File: config.mk
export PLATFORM = sky130hd
export DESIGN_NAME = seven_segment_scanner
export DESIGN_NICKNAME = d
export VERILOG_FILES = /design/src/rtl/seven_segment_pkg.sv /design/src/rtl/bcd_digit_to_seven_segment.sv /design/src/rtl/seven_segment_scanner.sv
export SDC_FILE = /design/constraint.sdc
export NUM_CORES = 1
export LEC_CHECK = 0
export BUFFER_PORTS_ARGS = -buffer_cell sky130_fd_sc_hd__buf_4
export CAP_MARGIN = 20
export CORE_MARGIN = 2
export CORE_UTILIZATION = 45
export DETAILED_ROUTE_END_ITERATION = 8
export PLACE_DENSITY = 0.74
export SYNTH_ARGS = -nofsm -noshare
export SYNTH_HDL_FRONTEND = slang
export SYNTH_SLANG_ARGS = --single-unit
File: constraint.sdc
create_clock -name i_clock -period 6.03 [get_ports i_clock]
set_input_delay 0.3015 -clock i_clock [delete_from_list [all_inputs] [get_ports i_clock]]
set_output_delay 0.3015 -clock i_clock [all_outputs]
set_load 0.005 [all_outputs]
File: src/rtl/seven_segment_pkg.sv
// rtl/seven_segment_pkg.sv - shared constants, segment codes and scan states for the 7-segment scanner
package seven_segment_pkg;

  localparam int BCD_W = 4;

  localparam logic [6:0] SEG_BLANK = 7'b0000000;

  // Segment order is {a,b,c,d,e,f,g}, active-high
  localparam logic [6:0] SEG_0 = 7'b1111110;
  localparam logic [6:0] SEG_1 = 7'b0110000;
  localparam logic [6:0] SEG_2 = 7'b1101101;
  localparam logic [6:0] SEG_3 = 7'b1111001;
  localparam logic [6:0] SEG_4 = 7'b0110011;
  localparam logic [6:0] SEG_5 = 7'b1011011;
  localparam logic [6:0] SEG_6 = 7'b1011111;
  localparam logic [6:0] SEG_7 = 7'b1110000;
  localparam logic [6:0] SEG_8 = 7'b1111111;
  localparam logic [6:0] SEG_9 = 7'b1111011;

  typedef enum logic {
    ST_GAP  = 1'b0,
    ST_SHOW = 1'b1
  } scan_state_t;

endpackage

File: src/rtl/bcd_digit_to_seven_segment.sv
// rtl/bcd_digit_to_seven_segment.sv - combinational BCD digit to {a..g} segment decoder
module bcd_digit_to_seven_segment
  import seven_segment_pkg::*;
(
  input  logic [BCD_W-1:0] i_digit,
  output logic [6:0]       o_segments
);

  // Codes 10..15 are not valid BCD and render dark
  always_comb begin
    o_segments = SEG_BLANK;
    case (i_digit)
      4'd0: o_segments = SEG_0;
      4'd1: o_segments = SEG_1;
      4'd2: o_segments = SEG_2;
      4'd3: o_segments = SEG_3;
      4'd4: o_segments = SEG_4;
      4'd5: o_segments = SEG_5;
      4'd6: o_segments = SEG_6;
      4'd7: o_segments = SEG_7;
      4'd8: o_segments = SEG_8;
      4'd9: o_segments = SEG_9;
      default: o_segments = SEG_BLANK;
    endcase
  end

endmodule

File: src/rtl/seven_segment_scanner.sv
// rtl/seven_segment_scanner.sv - time-multiplexed BCD 7-segment display scanner
// Optional macro LEADING_ZERO_BLANK_EN blanks leading zero digits (digit 0 always shown).
module seven_segment_scanner
  import seven_segment_pkg::*;
#(
  parameter int DIGITS      = 4,
  parameter int REFRESH_DIV = 50000,
  parameter int GAP_CYCLES  = 16
) (
  input  logic                    i_clock,
  input  logic                    i_reset,
  input  logic [BCD_W*DIGITS-1:0] i_bcd,
  input  logic                    i_load,
  output logic [6:0]              o_segments,
  output logic [DIGITS-1:0]       o_anodes,
  output logic                    o_frame_start
);

  localparam int CNT_W = (REFRESH_DIV > 1) ? $clog2(REFRESH_DIV) : 1;
  localparam int IDX_W = (DIGITS > 1) ? $clog2(DIGITS) : 1;

  scan_state_t               r_state;
  scan_state_t               w_next_state;
  logic [CNT_W-1:0]          r_slot_count;
  logic [CNT_W-1:0]          w_next_slot_count;
  logic [IDX_W-1:0]          r_index;
  logic [IDX_W-1:0]          w_next_index;
  logic [BCD_W*DIGITS-1:0]   r_display;
  logic [BCD_W*DIGITS-1:0]   r_shadow;
  logic                      r_pending;
  logic [6:0]                r_segments;
  logic [DIGITS-1:0]         r_anodes;
  logic                      r_frame_start;

  logic                      w_slot_wrap;
  logic                      w_index_last;
  logic                      w_frame_boundary;
  logic [BCD_W-1:0]          w_digit;
  logic [6:0]                w_decoded;
  logic                      w_blank;
  logic [6:0]                w_next_segments;
  logic [DIGITS-1:0]         w_next_anodes;

  assign w_slot_wrap      = (r_slot_count == CNT_W'(REFRESH_DIV - 1));
  assign w_index_last     = (r_index == IDX_W'(DIGITS - 1));
  assign w_frame_boundary = w_slot_wrap && w_index_last;

  // DIGITS:1 mux selecting the digit currently being scanned
  always_comb begin
    w_digit = '0;
    for (int i = 0; i < DIGITS; i++) begin
      if (r_index == IDX_W'(i)) begin
        w_digit = r_display[i*BCD_W +: BCD_W];
      end
    end
  end

  bcd_digit_to_seven_segment u_bcd_digit_to_seven_segment (
    .i_digit    (w_digit),
    .o_segments (w_decoded)
  );

`ifdef LEADING_ZERO_BLANK_EN
  // Walk down from the top digit; a digit is blank while everything above and including it is zero
  always_comb begin
    logic zero_so_far;
    zero_so_far = 1'b1;
    w_blank     = 1'b0;
    for (int i = DIGITS - 1; i >= 1; i--) begin
      zero_so_far = zero_so_far && (r_display[i*BCD_W +: BCD_W] == '0);
      if ((r_index == IDX_W'(i)) && zero_so_far) begin
        w_blank = 1'b1;
      end
    end
  end
`else
  assign w_blank = 1'b0;
`endif

  always_comb begin
    w_next_slot_count = w_slot_wrap ? '0 : r_slot_count + CNT_W'(1);
    w_next_index      = r_index;
    if (w_slot_wrap) begin
      w_next_index = w_index_last ? '0 : r_index + IDX_W'(1);
    end
    w_next_state = (w_next_slot_count < CNT_W'(GAP_CYCLES)) ? ST_GAP : ST_SHOW;

    w_next_segments = SEG_BLANK;
    w_next_anodes   = '0;
    if (r_state == ST_SHOW) begin
      w_next_anodes   = DIGITS'(1) << r_index;
      w_next_segments = w_blank ? SEG_BLANK : w_decoded;
    end
  end

  always_ff @(posedge i_clock) begin
    if (i_reset) begin
      r_state <= ST_GAP;
    end else begin
      r_state <= w_next_state;
    end
  end

  always_ff @(posedge i_clock) begin
    if (i_reset) begin
      r_slot_count  <= '0;
      r_index       <= '0;
      r_display     <= '0;
      r_shadow      <= '0;
      r_pending     <= 1'b0;
      r_segments    <= SEG_BLANK;
      r_anodes      <= '0;
      r_frame_start <= 1'b0;
    end else begin
      r_slot_count  <= w_next_slot_count;
      r_index       <= w_next_index;
      r_segments    <= w_next_segments;
      r_anodes      <= w_next_anodes;
      r_frame_start <= w_frame_boundary;

      if (i_load) begin
        r_shadow <= i_bcd;
      end
      // Display only swaps at the frame boundary so a frame never mixes two values
      if (w_frame_boundary && i_load) begin
        r_display <= i_bcd;
        r_pending <= 1'b0;
      end else if (w_frame_boundary && r_pending) begin
        r_display <= r_shadow;
        r_pending <= 1'b0;
      end else if (i_load) begin
        r_pending <= 1'b1;
      end
    end
  end

  assign o_segments    = r_segments;
  assign o_anodes      = r_anodes;
  assign o_frame_start = r_frame_start;

endmodule

* After elaboration in Yosys (flattened, before gate mapping) *
Memories as Yosys holds them, arrays and structs flattened. A register that Yosys moved wholly into a read port is not among the register bits.
Cells that the tools add are included.

word-level totals
  bits in read-only memories = 112
  input bits = 19
  word-level logic and storage cells = 34
  memories kept = 1
  bits in registers = 57
  output and inout bits = 12

operators by class
  magnitude comparators = 1
  muxes and demuxes = 9
  shift operators = 1
  reduce and logical (&&, ||, !) cells = 7
  add/subtract/negate cells = 2
  eq/ne operators = 4
  bitwise gates (word level) = 1

memory list
  name              depth  width  read ports  clocked after Yosys merged registers in  wr ports  RTL line                          source
  (name not given)  16     7      1           1                                        0         bcd_digit_to_seven_segment.sv:12  case (i_digit)

operators with widths
  kind                                                                            count
  16-bit two-way mux                                                              3
  16-bit by 1-bit adder with 16-bit output (second input constant)                1
  16-bit == test (second input constant)                                          1
  16-bit by 5-bit less-than comparator with 1-bit output (second input constant)  1
  4-bit two-way mux                                                               4
  2-bit == test (second input constant)                                           2
  1-bit by 2-bit left shift with 4-bit output (first input constant)              1
  1-bit logical AND                                                               3
  3-bit OR reduction                                                              1
  2-bit by 1-bit adder with 2-bit output (second input constant)                  1
  2-bit by 1-bit == test with 1-bit output (second input constant)                1
  2-bit zero test                                                                 1
  2-bit two-way mux                                                               1
  2-bit nonzero test                                                              1
  2-bit OR reduction                                                              1
  1-bit two-way mux                                                               1
  1-bit NOT                                                                       1

* Logic depth before layout (Yosys ltp) *
Gate-level depths: netlist of run 1.

  word-level depth = 5
  mapped depth = 11

* By module *
A second synthesis of run 1 with hierarchy kept.

unflattened totals
  cells, all modules = 342
  area, all modules = 3044.2 um^2

by module, submodules not included
  module                      cells an instance  sequential area each (um^2)  area an instance (um^2)  times used
  seven_segment_scanner       312                1281.2                       2826.5                   1
  bcd_digit_to_seven_segment  30                 0.0                          217.7                    1

* Least setup slack after synthesis of run 1 *
Ideal clock, no wire load.

  path type = flip-flop to flip-flop
  start point = reg r_index[0]
  end point = reg r_segments[0] (netlist: o_segments[0])
  period minus slack after synthesis = 2.121 ns
  library setup time = 0.070 ns
  data required time = 5.960 ns
  arrival = 2.051 ns
  path slack = 3.909 ns
  path buffers = 1
  cell stages (with the launch flop) = 12
  path through = dfxtp_1 -> inv_1 -> ha_1 -> buf_2 -> a21oi_1 -> a221oi_1 -> nor2_1 -> inv_1 -> ha_1 -> a21oi_1 -> o21ai_0 -> a21oi_1

between the ends
  cells in the longest elaborated chain, start to end = 5

ends and longest elaborated chain
  element                          RTL line                      source
  start, declared                  seven_segment_scanner.sv:26   logic [IDX_W-1:0] r_index;
  start signal, assigned           seven_segment_scanner.sv:116  r_index <= w_next_index;
  2-bit zero test                  seven_segment_scanner.sv:52   if (r_index == IDX_W'(i)) begin
  4-bit two-way mux (3 in series)  seven_segment_scanner.sv:52
  4-bit two-way mux *              seven_segment_scanner.sv:52
  end, declared                    seven_segment_scanner.sv:31   logic [6:0] r_segments;

Every way passes the cells marked *; elsewhere a longest branch is shown, timed or not.
A chain may end at the register's enable or synchronous reset.

* Final worst setup path of run 1 *
Ends and elaborated chain as after synthesis.

==> impl_results.html, run 1 <==
<table>
<tr><th>Metric</th><th>Value</th></tr>
<tr><th colspan="2">STA</th></tr>
<tr><td>Setup repair after global routing missed its margin</td><td>no</td></tr>
<tr><td>Setup slack of the critical path after layout</td><td>roughly 3.6 ns</td></tr>
<tr><td>Final setup fails</td><td>0</td></tr>
<tr><td>Number of hold-slack violations in the final timing report</td><td>0</td></tr>
<tr><td>Rel. slew slack</td><td>0.6694</td></tr>
<tr><td>Pin slew with the least headroom to its limit</td><td>a little under 0.5 ns</td></tr>
<tr><td>Final worst-path cycle share</td><td>0.4058</td></tr>
<tr><td>Final Slew Violations</td><td>0</td></tr>
<tr><td>Timing-limited maximum frequency</td><td>between 400 and 500 MHz</td></tr>
<tr><td>Min Clock Period, post-route</td><td>~2.4 ns</td></tr>
<tr><td>Sum of negative setup slack</td><td>0 ns</td></tr>
<tr><td>Skew final</td><td>between 0.01 and 0.015 ns</td></tr>
<tr><th colspan="2">Layout</th></tr>
<tr><td>Fraction of layout instances using a drive strength above 1</td><td>0.2094</td></tr>
<tr><td>Post-route cell area</td><td>approximately 3600 um2</td></tr>
<tr><td>Area taken by multi-input logic gates</td><td>approximately 1700 um2</td></tr>
<tr><td>Ant diodes</td><td>0</td></tr>
<tr><td>Combined flip-flop and latch cell area</td><td>~1300 um2</td></tr>
<tr><td>Final layout net count</td><td>around 390</td></tr>
<tr><td>Area overhead of the layout relative to synthesis</td><td>11.44%</td></tr>
<tr><td>Fill cell count</td><td>between 600 and 700</td></tr>
<tr><th colspan="2">Global route</th></tr>
<tr><td>GR peak layer</td><td>met2</td></tr>
<tr><td>Via count of the first global-routing pass</td><td>2337</td></tr>
<tr><td>First-pass GRT wire length</td><td>roughly 11000 um</td></tr>
<tr><td>Pin count of the biggest net entering global routing</td><td>between 40 and 50</td></tr>
<tr><td>Global Route Usage Sum</td><td>0.1786</td></tr>
<tr><td>Antenna violations before repair</td><td>0</td></tr>
<tr><td>Met1 capacity usage during global routing</td><td>0.2437</td></tr>
<tr><td>Met3 Resource Use GR</td><td>0.04291</td></tr>
<tr><td>GRT met2 Usage</td><td>0.2686</td></tr>
<tr><td>Leftover overflow at the end of global routing</td><td>0</td></tr>
<tr><th colspan="2">Clock tree</th></tr>
<tr><td>Post-CTS repair timing setup buffer count</td><td>0</td></tr>
<tr><td>Number of buffers created by CTS</td><td>9</td></tr>
<tr><td># clock sinks</td><td>between 60 and 70</td></tr>
<tr><td>Clock latency on the worst-skew pair</td><td>0.35 ns</td></tr>
<tr><td>CTS Hold Bufs</td><td>0</td></tr>
<tr><td>Number of levels the H-tree was split into</td><td>3</td></tr>
<tr><td>CTS root buffer</td><td>clkbuf_8</td></tr>
<tr><td>Number of gates resized after cts</td><td>0</td></tr>
<tr><td>Number of buffers on the longest clock path</td><td>2</td></tr>
<tr><td>TritonCTS clock tree</td><td>built</td></tr>
<tr><td>Clock-pin slew reported for the worst setup and hold paths after clock tree synthesis</td><td>about 0.080 ns</td></tr>
<tr><th colspan="2">Synthesis</th></tr>
<tr><td>Cells taking the most area after synthesis</td><td>dfxtp_1, nor2_1, mux2i_1</td></tr>
<tr><td>Number of distinct standard cells referenced by the synthesized netlist</td><td>57</td></tr>
<tr><td>Mapped Area</td><td>3204 um2</td></tr>
<tr><td>Synthesized Nets</td><td>374</td></tr>
<tr><td>Proportion of synthesized chip area in sequential cells</td><td>0.3998</td></tr>
<tr><td>Library cell with the largest summed area after synthesis</td><td>dfxtp_1</td></tr>
<tr><td>Number of storage elements in the synthesis netlist</td><td>64</td></tr>
<tr><td>Top-area cell type share of the netlist area</td><td>0.3998</td></tr>
<tr><td>Number of standard cells after synthesis</td><td>approximately 340</td></tr>
<tr><td>Post-Synthesis Mean Instance Area</td><td>between 9 and 10 um2</td></tr>
<tr><td>Number of flops mapped to enable cells by yosys</td><td>0</td></tr>
<tr><td>Share of synthesized registers carrying an async set or reset</td><td>0</td></tr>
<tr><td>Number of synthesis warnings</td><td>0</td></tr>
<tr><td>Main synth FF type</td><td>dfxtp_1</td></tr>
<tr><th colspan="2">Floorplanning</th></tr>
<tr><td>Floorplan row count</td><td>30</td></tr>
<tr><td>Area of the placeable core</td><td>between 6000 and 7000 um2</td></tr>
<tr><td>Starting density of the core</td><td>0.4690</td></tr>
<tr><td>Die H</td><td>~90 um</td></tr>
<tr><td>DIE WIDTH</td><td>between 80 and 90 um</td></tr>
<tr><td>Die ar.</td><td>just under 8000 um2</td></tr>
<tr><td>Number of top-level design ports</td><td>31</td></tr>
<tr><th colspan="2">Pwr</th></tr>
<tr><td>Power density normalized to cell area</td><td>228.8 nW/um2</td></tr>
<tr><td>Max IR drop VDD</td><td>0.1202 mV</td></tr>
<tr><td>Leak</td><td>1.406 nW</td></tr>
<tr><th colspan="2">Hold path</th></tr>
<tr><td>Class of the worst hold path</td><td>in2reg</td></tr>
<tr><th colspan="2">Critical path</th></tr>
<tr><td>Delay-heaviest family, CP</td><td>compound AO/OA/AOI/OAI gates</td></tr>
<tr><td>Most Frequent Cell on Critical Path</td><td>a21oi_1</td></tr>
<tr><td>Type of the setup path with the least slack</td><td>reg2reg</td></tr>
<tr><td>Biggest cell delay along the critical path</td><td>roughly 0.44 ns</td></tr>
<tr><td>Crit start category</td><td>flip-flop</td></tr>
<tr><td>Data arrival time of the critical path</td><td>approximately 2.7 ns</td></tr>
<tr><td>Largest driver fanout on the critical path</td><td>8</td></tr>
<tr><td>Series of cell instances along the critical path</td><td>inv_1, ha_1, a21oi_1, a221oi_1, nor2_1, inv_1, ha_1, a21oi_1, o21ai_0, a21oi_1</td></tr>
<tr><td>Crit path required time</td><td>6.31 ns</td></tr>
<tr><td>Crit path capture type</td><td>flip-flop</td></tr>
<tr><td>Critical path buffer and inverter count</td><td>2</td></tr>
<tr><td>Slowest stage cell, crit path</td><td>dfxtp_1</td></tr>
<tr><td>Register-to-register setup slack</td><td>around 3.6 ns</td></tr>
<tr><th colspan="2">Drt</th></tr>
<tr><td>Post-DR vias/cell</td><td>between 5 and 6</td></tr>
<tr><td>Total Routed Length</td><td>6305 um</td></tr>
<tr><td>Post-detailed-route wirelength per cell</td><td>~14 um</td></tr>
<tr><td>Overall via count from detail_route</td><td>roughly 2.5k</td></tr>
<tr><td>Drt drc</td><td>0</td></tr>
<tr><td>Count of routing violations after the opening detailed-route iteration</td><td>around 160</td></tr>
<tr><td>Count of antenna-violating nets left after detailed routing</td><td>0</td></tr>
<tr><td>Router iterations before antenna repair</td><td>4</td></tr>
<tr><th colspan="2">Placement</th></tr>
<tr><td>Detail Placement HPWL</td><td>around 4300 um</td></tr>
<tr><td>Placed instance area</td><td>around 3400 um2</td></tr>
<tr><td>Weighted congestion at the end of routability-driven global placement</td><td>approximately 0.85</td></tr>
<tr><td>Number of input and output port buffers inserted</td><td>30</td></tr>
<tr><td>Setup slack at placement</td><td>around 3.6 ns</td></tr>
<tr><th colspan="2">Run status</th></tr>
<tr><td>Status</td><td>finished, final reports clean</td></tr>
<tr><th colspan="2">Job</th></tr>
<tr><td>Max-Cap Viols</td><td>0</td></tr>
</table>
==> Yosys cell counts (2+ instances only) <==
library cell   n
a22oi_2        9
nand2b_1       2
nor2b_1        2
xnor2_1        9
and3_1         4
inv_1         13
and4b_1        2
ha_1          11
nand2_1       11
buf_6          4
clkbuf_1      10
nand4_1        4
nor2_2         9
a221oi_1       2
nand3b_4       2
dfxtp_1       64
a221o_1        2
nor3_1        10
nand3b_1       5
nor4b_1        2
mux2i_1       16
xor2_1         6
buf_2         10
nor4_1         2
a22o_1        16
nand3_1        8
and2_1         3
o21ai_0        8
nor2_1        43
nor3_2         2
a21oi_1       17
or3_1          3
a311oi_1       2
buf_1          2
a22oi_1        7
==> cell type report <==
cell class	count	share of cell area
Sequential cell	64	0.3588
Multi-Input combinational cell	239	0.4779
Clock inverter	7	0.01612
Inverter	13	0.01367
Tap cell	96	0.03364
Clock buffer	9	0.03469
Timing Repair Buffer	31	0.06517
==> report_power, final <==
group          switching (mW)  internal (mW)
clock network           0.182          0.152
registers             0.00530          0.431
logic                  0.0237         0.0228
total                   0.211          0.606
==> layer usage <==
| metal | share of wire | vias to the layer above |
|---|---|---|
| li1 | - | 1241 |
| met1 | 0.50 | 1163 |
| met2 | 0.43 | 63 |
| met3 | 0.043 | 10 |
| met4 | 0.019 | 0 |
| met5 | 0 | - |
==> worst reg2reg max path: cells and delay by family, from the launching register on <==
| family | cells | cell delay, ns |
|---|---|---|
| AO/OA/AOI/OAI | 5 | 0.67 |
| buffers and inverters | 2 | 0.30 |
| flip-flops | 1 | 0.44 |
| adder cells (fa/ha/maj) | 2 | 0.53 |
| AND/OR/NAND/NOR | 1 | 0.43 |
==> layout by cell type, fill, tap and decap left out, drive strengths merged, types with 2 or more instances in the layout <==
cell type	n
a21oi	17
a221o	2
a22o	16
and3	4
or3	3
ha	11
clkbuf	9
clkinvlp	3
buf	31
nor2	52
a22oi	16
clkinv	3
xor2	6
nor4	3
and2	4
nand3b	7
nand3	8
and4b	2
a311oi	2
dfxtp	64
a221oi	2
or2	2
inv	14
nor2b	2
nand2	11
nor4b	3
nor3	12
nand4	5
xnor2	9
o21ai	8
nand2b	2
mux2i	16
==> path summary, 6_finish.rpt <==
kind / startpoint / endpoint / cells after the start
min: i_bcd[3] / r_shadow[3] / 3
max: r_index[0] / o_segments[0] / 10
max reg2reg: r_index[0] / o_segments[0] / 10
min reg2reg: r_slot_count[0] / r_slot_count[0] / 1
==> metrics by stage <==
stage / std cells / power, mW / hold WS [ns] / utilization
floorplan: 344 / 0.4775 / 0.4361 / -
global placement: 442 / 0.4908 / 0.4574 / 0.4951
detailed placement: 442 / 0.4922 / 0.4646 / 0.4951
CTS: 458 / 0.8254 / 0.1863 / 0.5216
global route: 459 / 0.8497 / 0.1988 / 0.5227
finish: 459 / 0.8169 / 0.1927 / 0.5227
==> registers in the layout, summed over array words and instances, names as in the netlist <==
register       flops
r_display         16
r_slot_count      16
r_pending          1
o_frame_start      1
o_anodes           4
r_state            1
r_shadow          16
r_index            2
o_segments         7
==> cells by family (layout without fill, tap and decap cells) <==
group           count (synthesis)  after routing  synth area share
simple gates                  125            125            0.2234
compound gates                 72             72            0.1753
flops                          64             64            0.3998
buf+inv                        41             60           0.06756
mux                            16             16           0.04998
xor+xnor                       15             15           0.04100
fa+ha+maj                      11             11           0.04295
Note: power is estimated with default switching activity, not from simulation.
==> inputs of run 2 (changes only) <==
--- a/config.mk
+++ b/config.mk
@@ -5,12 +5,13 @@
 export SDC_FILE = /design/constraint.sdc
 export NUM_CORES = 1
 export LEC_CHECK = 0
+export ABC_AREA = 1
 export BUFFER_PORTS_ARGS = -buffer_cell sky130_fd_sc_hd__buf_4
 export CAP_MARGIN = 20
 export CORE_MARGIN = 2
 export CORE_UTILIZATION = 45
 export DETAILED_ROUTE_END_ITERATION = 8
-export PLACE_DENSITY = 0.74
+export PLACE_DENSITY = 0.75
 export SYNTH_ARGS = -nofsm -noshare
 export SYNTH_HDL_FRONTEND = slang
 export SYNTH_SLANG_ARGS = --single-unit
==> constraint.sdc (replaced) <==
create_clock -name i_clock -period 2.3 [get_ports i_clock]
set_input_delay 0.115 -clock i_clock [delete_from_list [all_inputs] [get_ports i_clock]]
set_output_delay 0.115 -clock i_clock [all_outputs]
set_load 0.005 [all_outputs]
==> run 2 against run 1 <==
Compared with the run above: clock-buffer cell count did not move; cell area increased by 0.67%; worst hold slack got worse by 0.12 ns; largest cell class unchanged; clock skew up 0.0018 ns.
==> impl_results.html, run 2 <==
<table>
<tr><th>Metric</th><th>Value</th></tr>
<tr><th colspan="2">Run status</th></tr>
<tr><td>Status</td><td>finished, final reports clean</td></tr>
<tr><th colspan="2">Pwr</th></tr>
<tr><td>Switching share of power</td><td>0.2355 (-0.02295)</td></tr>
<tr><td>Switching Power</td><td>515.4 uW (+140%)</td></tr>
<tr><td>Leak</td><td>1.629 nW (+16%)</td></tr>
<tr><td>Clock network power share</td><td>0.431 (+0.022)</td></tr>
<tr><td>Power density normalized to cell area</td><td>608.8 nW/um2 (+170%)</td></tr>
<tr><td>Logic pwr share</td><td>0.048 (-0.009)</td></tr>
<tr><td>Internal power component</td><td>1.673 mW (+180%)</td></tr>
<tr><td>Reg power frac</td><td>0.521 (-0.013)</td></tr>
<tr><td>Max IR drop VDD</td><td>0.2950 mV (+150%)</td></tr>
<tr><th colspan="2">Critical path</th></tr>
<tr><td>Crit start category</td><td>flip-flop</td></tr>
<tr><td>Depth of the critical timing path with buffers and inverters included</td><td>11 (+1)</td></tr>
<tr><td>Series of cell instances along the critical path</td><td>inv_1, ha_1, inv_1, o211ai_1, nand2_1, o21a_1, inv_1, ha_1, o21ai_0, nand2_1, a21oi_1</td></tr>
<tr><td>Type of the setup path with the least slack</td><td>reg2reg</td></tr>
<tr><td>Crit path capture type</td><td>flip-flop</td></tr>
<tr><td>Most Frequent Cell on Critical Path</td><td>inv_1</td></tr>
<tr><td>Capturing instance or port of the critical path</td><td>o_segments[3]</td></tr>
<tr><td>Largest driver fanout on the critical path</td><td>7 (-1)</td></tr>
<tr><td>Slowest stage cell, crit path</td><td>dfxtp_2</td></tr>
<tr><td>Crit path required time</td><td>2.57 ns (-3.74 ns)</td></tr>
<tr><td>Beginning of the critical path</td><td>r_index[0]</td></tr>
<tr><td>Biggest cell delay along the critical path</td><td>0.39 ns (-0.05 ns)</td></tr>
<tr><td>Reg2reg path depth</td><td>11 (+1)</td></tr>
<tr><td>Delay-heaviest family, CP</td><td>adder cells</td></tr>
<tr><td>Launch instance of the worst register-to-register path</td><td>r_index[0]</td></tr>
<tr><td>Critical path buffer and inverter count</td><td>3 (+1)</td></tr>
<tr><td>Data arrival time of the critical path</td><td>2.35 ns (-0.37 ns)</td></tr>
<tr><td>Register-to-register setup slack</td><td>0.23 ns (-3.36 ns)</td></tr>
<tr><td>Destination of the worst register-to-register timing path</td><td>o_segments[3]</td></tr>
<tr><th colspan="2">STA</th></tr>
<tr><td>Final worst-path cycle share</td><td>0.9016 (+0.4959)</td></tr>
<tr><td>Rel. slew slack</td><td>0.7139 (+0.04449)</td></tr>
<tr><td>Pin slew with the least headroom to its limit</td><td>0.4263 ns (-0.06777 ns)</td></tr>
<tr><td>Timing-limited maximum frequency</td><td>482.2 MHz (+18%)</td></tr>
<tr><td>Skew final</td><td>0.01198 ns (+0.001769 ns)</td></tr>
<tr><td>Final setup fails</td><td>0 (unchanged)</td></tr>
<tr><td>Worst hold-check slack</td><td>0.06774 ns (-0.1249 ns)</td></tr>
<tr><td>Final Slew Violations</td><td>0 (unchanged)</td></tr>
<tr><td>Sum of negative setup slack</td><td>0 ns (unchanged)</td></tr>
<tr><td>Min Clock Period, post-route</td><td>2.074 ns (-0.3731 ns)</td></tr>
<tr><td>Setup repair after global routing missed its margin</td><td>no</td></tr>
<tr><td>Number of hold-slack violations in the final timing report</td><td>0 (unchanged)</td></tr>
<tr><th colspan="2">Synthesis</th></tr>
<tr><td>Most used standard cell by instance count after synthesis</td><td>nand2_1</td></tr>
<tr><td>Leading cell types by count after synthesis</td><td>nand2_1, dfxtp_1, inv_1, nor2_1, o21ai_0</td></tr>
<tr><td>Cells taking the most area after synthesis</td><td>dfxtp_1, nand2_1, o21ai_0</td></tr>
<tr><td>Library cell with the largest summed area after synthesis</td><td>dfxtp_1</td></tr>
<tr><td>Number of standard cells after synthesis</td><td>428 (+24%)</td></tr>
<tr><td>Number of distinct standard cells referenced by the synthesized netlist</td><td>32 (-44%)</td></tr>
<tr><td>Top-area cell type share of the netlist area</td><td>0.4144 (+0.01456)</td></tr>
<tr><td>Share of synthesized registers carrying an async set or reset</td><td>0 (unchanged)</td></tr>
<tr><td>Mapped Area</td><td>3092 um2 (-3.5%)</td></tr>
<tr><td>Number of storage elements in the synthesis netlist</td><td>64 (unchanged)</td></tr>
<tr><td>Number of synthesis warnings</td><td>0 (unchanged)</td></tr>
<tr><td>Post-Synthesis Mean Instance Area</td><td>7.224 um2 (-22%)</td></tr>
<tr><td>Number of flops mapped to enable cells by yosys</td><td>0 (unchanged)</td></tr>
<tr><td>Main synth FF type</td><td>dfxtp_1</td></tr>
<tr><td>Synthesized Nets</td><td>458 (+22%)</td></tr>
<tr><td>Proportion of synthesized chip area in sequential cells</td><td>0.4144 (+0.01456)</td></tr>
<tr><th colspan="2">Layout</th></tr>
<tr><td>Registers with the most flip-flops</td><td>r_display: 16 flops, r_shadow: 16 flops, r_slot_count: 16 flops</td></tr>
<tr><td>Final instance count without filler cells</td><td>547 (+19%)</td></tr>
<tr><td>Fraction of layout instances using a drive strength above 1</td><td>0.1713 (-0.03806)</td></tr>
<tr><td>Leading cell type in the layout, fill and taps excluded</td><td>nand2_1</td></tr>
<tr><td>Final layout net count</td><td>492 (+27%)</td></tr>
<tr><td>Area overhead of the layout relative to synthesis</td><td>16.27%</td></tr>
<tr><td>Commonest non-fill, non-tap cells in the layout</td><td>nand2_1, dfxtp_1, inv_1</td></tr>
<tr><td>Ant diodes</td><td>0 (unchanged)</td></tr>
<tr><th colspan="2">Drt</th></tr>
<tr><td>Post-detailed-route wirelength per cell</td><td>11.24 um (-18%)</td></tr>
<tr><td>Total Routed Length</td><td>6151 um (-2.4%)</td></tr>
<tr><td>Overall via count from detail_route</td><td>2735 (+10%)</td></tr>
<tr><td>Count of antenna-violating nets left after detailed routing</td><td>0 (unchanged)</td></tr>
<tr><td>Router iterations before antenna repair</td><td>4 (unchanged)</td></tr>
<tr><td>Count of routing violations after the opening detailed-route iteration</td><td>155 (-0.64%)</td></tr>
<tr><td>Post-DR vias/cell</td><td>5.000 (-7.3%)</td></tr>
<tr><td>Drt drc</td><td>0 (unchanged)</td></tr>
<tr><th colspan="2">Clock tree</th></tr>
<tr><td>Clock-pin slew reported for the worst setup and hold paths after clock tree synthesis</td><td>0.07 ns (about the same)</td></tr>
<tr><td>Number of levels the H-tree was split into</td><td>3 (unchanged)</td></tr>
<tr><td>CTS root buffer</td><td>clkbuf_8</td></tr>
<tr><td>Clock latency on the worst-skew pair</td><td>0.35 ns (about the same)</td></tr>
<tr><td>Number of buffers created by CTS</td><td>9 (unchanged)</td></tr>
<tr><td>Post-CTS repair timing setup buffer count</td><td>0 (unchanged)</td></tr>
<tr><td>CTS Hold Bufs</td><td>0 (unchanged)</td></tr>
<tr><td># clock sinks</td><td>64 (unchanged)</td></tr>
<tr><td>Number of gates resized after cts</td><td>0 (unchanged)</td></tr>
<tr><td>Number of buffers on the longest clock path</td><td>2 (unchanged)</td></tr>
<tr><td>TritonCTS clock tree</td><td>built</td></tr>
<tr><th colspan="2">Placement</th></tr>
<tr><td>Weighted congestion at the end of routability-driven global placement</td><td>0.8771 (+2.8%)</td></tr>
<tr><td>Number of input and output port buffers inserted</td><td>30 (unchanged)</td></tr>
<tr><td>Detail Placement HPWL</td><td>4573 um (+5.4%)</td></tr>
<tr><td>Number of placed instances with taps included</td><td>531 (+20%)</td></tr>
<tr><th colspan="2">Floorplanning</th></tr>
<tr><td>Starting density of the core</td><td>0.4601 (-0.008899)</td></tr>
<tr><td>DIE WIDTH</td><td>86.89 um (-1.7%)</td></tr>
<tr><td>Number of top-level design ports</td><td>31 (unchanged)</td></tr>
<tr><td>Die ar.</td><td>7550 um2 (-3.4%)</td></tr>
<tr><td>Area of the placeable core</td><td>6719 um2 (-1.6%)</td></tr>
<tr><td>Die H</td><td>86.89 um (-1.7%)</td></tr>
<tr><td>Floorplan row count</td><td>30 (unchanged)</td></tr>
<tr><th colspan="2">Global route</th></tr>
<tr><td>Antenna violations before repair</td><td>0 (unchanged)</td></tr>
<tr><td>Global Route Usage Sum</td><td>0.1739 (-0.004754)</td></tr>
<tr><td>Via count of the first global-routing pass</td><td>2405 (+2.9%)</td></tr>
<tr><td>Pin count of the biggest net entering global routing</td><td>28 (-36%)</td></tr>
<tr><td>Leftover overflow at the end of global routing</td><td>0 (unchanged)</td></tr>
<tr><td>First-pass GRT wire length</td><td>10410 um (-5.0%)</td></tr>
<tr><th colspan="2">Hold path</th></tr>
<tr><td>Class of the worst hold path</td><td>in2reg</td></tr>
<tr><th colspan="2">Job</th></tr>
<tr><td>Max-Cap Viols</td><td>0 (unchanged)</td></tr>
</table>
## run 2: cell types whose count changed after synthesis, moves of 9 or more
cell     delta
o21ai_0    +37
nand2_1    +68
a21oi_2    +14
a22oi_2     -9
nor2_1     +10
nand3_1    +16
mux2i_1    -16
a22o_1     -16
xnor2_1     -9
inv_1      +44
buf_2       -9
o21ai_1    +15
## run 2: power groups by stage
stage / Combinational, mW / Clock (mW) / Sequential [mW]
after floorplan: 0.0667 / 0 / 1.16
after global placement: 0.101 / 0 / 1.16
after detailed placement: 0.105 / 0 / 1.17
after CTS: 0.105 / 0.970 / 1.14
after global routing: 0.122 / 1.00 / 1.14
final: 0.104 / 0.944 / 1.14
## run 2: tightest hold or removal path, cell delays in order
cell and delay [ns]:
buf_4 0.08, o21ai_0 0.07, a21oi_1 0.11
## run 2: cell type report
type | count | area, um2
tap | 80 | 100.1
sequential | 64 | 1284
clock inverter | 7 | 70.07
timing repair buffer | 35 | 275.3
clock buffer | 9 | 123.9
fill | 633 | 3124
multi-input combinational | 292 | 1516
inverter | 60 | 225.2
## run 2: stage by stage
| step | setup slack [ns] | utilization | total power [mW] | cell area, um2 |
|---|---|---|---|---|
| 6_report | 0.2262 | 0.5350 | 2.188 | 3595 |
| 5_1_grt | 0.04141 | 0.5350 | 2.267 | 3595 |
| 4_1_cts | 0.1613 | 0.5346 | 2.215 | 3592 |
| 3_3_place_gp | 0.2627 | 0.5058 | 1.266 | 3398 |
| 2_1_floorplan | 0.2263 | - | 1.230 | 3092 |
| 3_5_place_dp | 0.1959 | 0.5058 | 1.270 | 3398 |
## run 2: routing by layer
layer,global-route usage,share of wire
met5,0,0
met4,0.1080,0.027
met3,0.03412,0.051
met2,0.2616,0.45
met1,0.2284,0.48
## run 2: how the worst min path moves through the flow
stage	start	endpoint	slack, ns	cells past startpoint
2_1_floorplan	i_bcd[10]	r_display[10]	0.30	2
3_3_place_gp	i_bcd[13]	r_shadow[13]	0.41	3
3_5_place_dp	i_bcd[13]	r_shadow[13]	0.41	3
4_1_cts	i_bcd[13]	r_shadow[13]	0.05	3
5_1_grt	i_bcd[14]	r_shadow[14]	0.07	3
6_report	i_bcd[13]	r_shadow[13]	0.07	3
## run 2: kinds of logic (layout without fill, tap and decap cells)
group / after synthesis / in the layout / synth area share
simple gates: 177 / 177 / 0.2525
xor+xnor: 4 / 4 / 0.01133
buf+inv: 72 / 111 / 0.09510
compound gates: 100 / 100 / 0.1821
fa+ha+maj: 11 / 11 / 0.04452
flops: 64 / 64 / 0.4144
